--- src/rtl/sprite_fetch_arbiter.sv ---
// Round-robin arbiter for three reel fetchers sharing one sprite ROM.
// Grants are combinational; address and response tags are pipelined two deep.
module sprite_fetch_arbiter #(
  parameter int          NUM_SYMBOLS = 8,
  parameter logic [23:0] FILL_COLOR  = 24'h000000
) (
  input  logic        clk,
  input  logic        rst_n,
  input  logic        enable,
  input  logic [2:0]  req,
  input  logic [11:0] sym,
  input  logic [20:0] px_x,
  input  logic [20:0] px_y,
  output logic [2:0]  ack,
  output logic [16:0] rom_addr,
  input  logic [23:0] rom_pixel,
  output logic        rsp_valid,
  output logic [1:0]  rsp_id,
  output logic [23:0] rsp_pixel,
  output logic        rsp_err
);

  logic [1:0]  last_grant;
  logic [1:0]  grant_idx;
  logic        grant_any;
  logic [1:0]  probe;
  logic [3:0]  sel_sym;
  logic [6:0]  sel_x;
  logic [6:0]  sel_y;
  logic        sym_ok;
  logic        s1_valid;
  logic [1:0]  s1_id;
  logic        s1_err;

  function automatic logic [1:0] next_reel(input logic [1:0] r);
    return (r == 2'd2) ? 2'd0 : r + 2'd1;
  endfunction

  function automatic logic req_at(input logic [2:0] r, input logic [1:0] i);
    case (i)
      2'd0:    return r[0];
      2'd1:    return r[1];
      default: return r[2];
    endcase
  endfunction

  // Search starts one past the previous winner so every reel gets a turn.
  always_comb begin
    grant_any = 1'b0;
    grant_idx = 2'd0;
    probe     = next_reel(last_grant);
    if (rst_n && enable) begin
      for (int i = 0; i < 3; i++) begin
        if (!grant_any && req_at(req, probe)) begin
          grant_any = 1'b1;
          grant_idx = probe;
        end
        probe = next_reel(probe);
      end
    end
  end

  assign ack = grant_any ? (3'b001 << grant_idx) : 3'b000;

  always_comb begin
    sel_sym = sym[3:0];
    sel_x   = px_x[6:0];
    sel_y   = px_y[6:0];
    case (grant_idx)
      2'd1: begin
        sel_sym = sym[7:4];
        sel_x   = px_x[13:7];
        sel_y   = px_y[13:7];
      end
      2'd2: begin
        sel_sym = sym[11:8];
        sel_x   = px_x[20:14];
        sel_y   = px_y[20:14];
      end
      default: ;
    endcase
  end

  assign sym_ok = ({28'd0, sel_sym} < NUM_SYMBOLS);

  // Rejected symbols leave rom_addr untouched; the error tag carries them through.
  always_ff @(posedge clk or negedge rst_n) begin
    if (!rst_n) begin
      last_grant <= 2'd2;
      rom_addr   <= 17'd0;
      s1_valid   <= 1'b0;
      s1_id      <= 2'd0;
      s1_err     <= 1'b0;
      rsp_valid  <= 1'b0;
      rsp_id     <= 2'd0;
      rsp_err    <= 1'b0;
    end else begin
      if (grant_any) begin
        last_grant <= grant_idx;
        if (sym_ok) begin
          rom_addr <= {sel_sym[2:0], sel_y, sel_x};
        end
      end
      s1_valid  <= grant_any;
      s1_id     <= grant_idx;
      s1_err    <= grant_any & ~sym_ok;
      rsp_valid <= s1_valid;
      rsp_id    <= s1_id;
      rsp_err   <= s1_err;
    end
  end

  assign rsp_pixel = rsp_err ? FILL_COLOR : rom_pixel;

endmodule

--- config.mk ---
export PLATFORM = sky130hd
export DESIGN_NAME = sprite_fetch_arbiter
export DESIGN_NICKNAME = d
export VERILOG_FILES = /design/src/rtl/sprite_fetch_arbiter.sv
export SDC_FILE = /design/constraint.sdc
export NUM_CORES = 1
export LEC_CHECK = 0
export ABC_CLOCK_PERIOD_IN_PS = 2400
export CAP_MARGIN = 20
export CORE_MARGIN = 10
export CORE_UTILIZATION = 30
export DETAILED_ROUTE_END_ITERATION = 10
export GPL_TIMING_DRIVEN = 0
export PLACE_DENSITY = 0.77
export SETUP_SLACK_MARGIN = 0.3
export SLEW_MARGIN = 30
export SYNTH_ARGS = -nofsm -noshare
export SYNTH_HDL_FRONTEND = slang
export SYNTH_SLANG_ARGS = --single-unit
--- constraint.sdc ---
create_clock -name clk -period 2.4 [get_ports clk]
set_input_delay 0.6 -clock clk [delete_from_list [all_inputs] [get_ports clk]]
set_output_delay 0.6 -clock clk [all_outputs]
set_load 0.02 [all_outputs]
Yosys cells after proc, flatten, opt, wreduce, memory -nomap -nowiden
Cells that the tools add are included.

operators by class
  add/subtract/negate cells = 3
  $mul = 0
  divide/modulo/power cells = 0
  magnitude comparators = 1
  eq/ne operators = 8
  shift-type cells = 1
  multiplexer cells = 24
  bitwise operators = 2
  reduce and logical (&&, ||, !) cells = 9

operator list
  kind                                                                number
  7-bit one-hot mux with 2 select lines                               2
  24-bit two-way mux                                                  1
  2-bit two-way mux                                                   7
  1-bit two-way mux                                                   9
  2-bit by 1-bit == test with 1-bit output (second input constant)    4
  2-bit == test (second input constant)                               4
  4-bit one-hot mux with 2 select lines                               1
  2-bit by 1-bit adder with 2-bit output (second input constant)      3
  2-bit logical NOT                                                   3
  1-bit one-hot mux with 2 select lines                               3
  4-bit < comparator (second input constant)                          1
  1-bit logical AND                                                   3
  3-bit two-way mux                                                   1
  1-bit by 2-bit left shift with 3-bit output (first input constant)  1
  1-bit logical NOT                                                   2
  2-bit AND reduction                                                 1
  1-bit AND                                                           1
  1-bit inverter                                                      1

storage, ports and cells
  bits in registers = 27
  bits in latches = 0
  memory bits (writable) = 0
  memory bits (read-only) = 0
  output and inout bits = 48
  word-level logic and storage cells = 56
  memories = 0

Longest topological paths before layout
  depth after elaboration = 20
  gate-level depth with buffers = 9

Worst setup path before layout
No wires, ideal clock.

  path type = input-to-reg
  start point = in rst_n
  end point = reg rom_addr[0]
  setup time = 0.125 ns
  data arrival time = 2.549 ns
  slack = -0.274 ns
  cell stages on the path = 9
  buffers on the path = 3
  path through = and2_1 clkbuf_1 o211ai_1 ha_1 buf_6 a22o_4 a211oi_4 buf_12 mux2_4

between the ends
  word-level cells in the longest chain between the ends = 6
  elaborated cells between the ends (all ways) = 9
  classes of those cells = order compare: 1; eq/ne: 2; mux: 4; reduce/logical: 2

RTL lines
  element                                                                    line  source
  start, declared                                                            8     input logic rst_n,
  1-bit logical AND *                                                        52    if (rst_n && enable) begin
  2-bit two-way mux                                                          52
  2-bit == test or 2-bit by 1-bit == test with 1-bit output (tied branches)  69    case (grant_idx)
  4-bit one-hot mux with 2 select lines                                      69
  4-bit < comparator                                                         84    assign sym_ok = ({28'd0, sel_sym} < NUM_SYMBOLS);
  2-bit AND reduction (no source line)                                       n/a
  end signal, assigned                                                       101   rom_addr <= {sel_sym[2:0], sel_y, sel_x};
  end, declared                                                              15    output logic [16:0] rom_addr,

Mark *: on every way between the ends. The rest lies on a longest branch, timed or not.
A chain may end at the register's enable or synchronous reset.

Worst setup path after layout
  start point = reg last_grant[1]
  end point = out ack[2]

between the ends
  word-level cells in the longest chain between the ends = 17
  elaborated cells between the ends (all ways) = 37
  classes of those cells = add/sub: 3; eq/ne: 6; shift: 1; mux: 20; reduce/logical: 7

RTL lines
  element                                                                                          line  source
  start, declared                                                                                  23    logic [1:0] last_grant;
  start signal, assigned                                                                           99    last_grant <= grant_idx;
  2-bit by 1-bit adder with 2-bit output or 2-bit == test (tied branches)                          36    return (r == 2'd2) ? 2'd0 : r + 2'd1;
  2-bit two-way mux *                                                                              36
  parallel branches: the longest is 14 deep, another holds 2-bit by 1-bit adder with 2-bit output  n/a
  3-bit two-way mux *                                                                              63    assign ack = grant_any ? (3'b001 << grant_idx) : 3'b000;
  end, declared                                                                                    14    output logic [2:0] ack,

Mark *: on every way between the ends. The select of a mux whose other input is x is not followed.

==> results.md <==
- Largest cells by area after synthesis: dfrtp_1, nor2b_1, mux2_4
- Tot Pwr: between 2 and 2.5 mW
- Top Ports: ~130
- Ys flop type: dfrtp_1
- I/O Buffers: between 100 and 150
- Psw: around 0.7 mW
- Final setup viols: 17
- Yosys warning total: 0
- Number of global-route vias before repair: about 2,000
- R2R cell count: 10
- Routed WL: ~6700 um
- Critical path arrival: about 1900 ps
- Nets: just over 400
- Worst-Margin Slew: ~440 ps
- Pin count of the biggest net entering global routing: 17
- Vias: roughly 1,800
- Ratio of cells with drive above 1 in the final layout: 31.7%
- TritonCTS clock tree: done
- Number of enable flip-flop cells after synthesis: 0
- FFs w/ async S/R, synth: 100%
- Cell Area, Synth: roughly 1600 um2
- Final hold vios: 0
- CTS sink count: 27
- Count leader, synth: dfrtp_1
- Top cell type's share of synthesized area: 39.5%
- Status: finished, violations left
- Initial Util: 31.7%
- Buffer and inverter count on the worst path: 4
- Final Core Density: between 60% and 70%
- Die height: about 94 um
- Clock power share: a little over an eighth
- Number of remaining DRC errors: 0
- VDD IR-drop max: roughly 0.38 mV
- Internal: ~1.3 mW
- Congestion Overflow GR: 0
- DR WL/cell: 17.3 um
- ANT nets after route: 0
- Max cap viols: 0
- H-Tree Depth: 1
- Comb power frac: a little over half
- CTS max path bufs: 2
- Sequential cell area fraction in the yosys report: between 40% and 50%
- Yosys reg bits: 27
- Clk pin slew, worst setup/hold paths: approximately 100 ps
- Minimum clock period: between 2000 and 2500 ps
- Max Fclk: roughly 0.4 GHz
- Rel. slew slack: 70.7%
- Cells after synthesis: ~160
- Fin crit share: 104%
- Routability-driven placement congestion ratio: 0.839
- Setup CP Type: reg2out
- CTS Root Cell: clkbuf_8
- Placed cell count: ~360
- CTS Buf Count: 3
- Avg Inst Size Synth: 10.2 um2
- Final Non-Filler Cells: between 300 and 400
- Total GRT Usage: approximately 14%
- Sw frac: 34.7%
- Synth Net Count: roughly 250
- Power Density: between 600 and 700 nW/um2
- Hold/Removal Path Class: in2async
- CP Cell Sequence: inv_2, a21oi_2, o211ai_1, ha_2, buf_8, clkbuf_16, and2_4, buf_6
- First-pass GRT wire length: a little over 10,000 um
- Skew-Pair Late Insertion Delay: approximately 280 ps
- Netlist cell types: 25
- Critical Path RT: approximately 1800 ps
- Ant. Diodes: 0
- DP HPWL: roughly 5300 um
- Synth top cells by count: dfrtp_1, nor2b_1, a21oi_1, nor2_1, a22oi_1
- Critical path's top delay family: flip-flops
- Fillcell total: 448
- CP Max Fanout: 5
- TNS Setup: -496 ps
- Crit path launch type: flop
- Core ar.: about 5200 um2
- Failing checks: setup timing
- Crit end category: output pin
- Initial DRC count: 70
- Pre-antenna DRT Iters: 4
- Final-report max-slew violation count: 0
- Worst setup margin: -92.5 ps
- Unrepaired setup endpoints after global routing: yes
- Max stage delay on crit path: roughly 600 ps
- Area delta synth->final: 102%
- Sequential power share: between 30% and 40%
- Lkg Pwr: between 1 and 1.5 nW
- # rows: 26
- DIE WIDTH: approximately 94 um
- Slowest stage cell, crit path: dfstp_2
- Vias per cell: 4.66
- Initial antenna violation count: 0
- Total die area: ~8900 um2
- Levels on crit path: 8
- Setup Skew: between 10 and 15 ps
- Cts hold-fix bufs: 0
- Yosys top cell by area: dfrtp_1
## worst paths after layout
path,start,end,slack (ps)
worst max-delay path,last_grant[1]$_DFFE_PN1P_,ack[2],-90
worst min-delay path,rst_n,rom_addr[13]$_DFFE_PN0P_,120
worst max register to register,last_grant[1]$_DFFE_PN1P_,rom_addr[4]$_DFFE_PN0P_,-10
worst min register to register,s1_valid$_DFF_PN0_,rsp_valid$_DFF_PN0_,360
max in group asynchronous,rst_n,last_grant[0]$_DFFE_PN0P_,2030
min in group clk,s1_valid$_DFF_PN0_,rsp_valid$_DFF_PN0_,360
## registers in the layout (all words and copies together), names as in the netlist
register	count
s1_err	1
s1_id	2
rom_addr	17
rsp_valid	1
rsp_err	1
last_grant	2
rsp_id	2
s1_valid	1
## what timing repair did
action                                  CTS  global route
gates cloned                              1             1
resized for setup                       108            39
buffers inserted                         13             3
endpoints found under the setup margin   45            42
pin swaps                                10             1
## metal layers
layer	wire length [um]	share of wire, %	vias to the layer above	track usage [%]
li1	-	-	878	-
met1	2770	41	823	16.2
met2	3270	49	84	25.3
met3	554	8.3	8	5.20
met4	81	1.2	0	3.67
met5	0	0	-	0
## power by group through the flow
| stage | Sequential (mW) | Clock [mW] | Combinational [mW] |
|---|---|---|---|
| floorplan | 0.801 | 0 | 0.359 |
| global placement | 0.659 | 0 | 1.00 |
| detailed placement | 0.670 | 0 | 1.01 |
| CTS | 0.667 | 0.270 | 1.09 |
| global route | 0.694 | 0.292 | 1.16 |
| finish | 0.672 | 0.263 | 1.09 |
## stage by stage
| step | cell area (um2) | hold WS [ps] | worst slack (ps) |
|---|---|---|---|
| 2_1_floorplan | 1690 | 304 | -136 |
| 3_3_place_gp | 3090 | 331 | -2090 |
| 3_5_place_dp | 3090 | 336 | -1200 |
| 4_1_cts | 3370 | 116 | -95.6 |
| 5_1_grt | 3330 | 106 | -168 |
| 6_report | 3330 | 121 | -92.5 |
## logic make-up after synthesis
kind of cell	after synthesis	synth area share (%)
compound gates	48	21.0
fa+ha+maj	3	2.28
simple gates	51	16.0
flops	27	41.0
mux	18	14.5
buf+inv	15	5.16
## cells in the final DEF (no fill, tap or decap)
master / instances
mux2_4: 17
buf_2: 6
o21ai_0: 1
clkinvlp_4: 1
dfrtp_1: 25
nor2b_1: 24
bufbuf_16: 1
a22oi_1: 17
o211a_1: 2
mux2i_1: 1
a22o_4: 1
buf_12: 1
clkdlybuf4s15_1: 1
nand2_1: 2
buf_8: 4
a21oi_2: 2
buf_6: 5
a32o_1: 1
inv_2: 3
clkbuf_16: 3
ha_2: 3
nor2_2: 1
clkbuf_8: 4
a211oi_4: 1
clkbuf_2: 23
clkbuf_1: 1
clkdlybuf4s15_2: 2
dfstp_2: 1
nor2b_2: 1
buf_4: 13
dfrtp_2: 1
o311ai_4: 1
and2_4: 4
o211ai_1: 4
clkdlybuf4s50_1: 99
nor2_1: 19
a21oi_1: 18
buf_16: 1
## layout make-up
type                            count  area, um2  share of cell area, %
Buffer                             12        153                   4.58
Clock buffer                        3       41.3                   1.24
Clock inverter                      1       7.51                  0.225
Inverter                            3       11.3                  0.338
Multi-Input combinational cell    120        953                   28.6
Sequential cell                    27        678                   20.3
Tap cell                           70       87.6                   2.63
Timing Repair Buffer              149       1400                   42.1
Power figures use the tool's default switching activity.
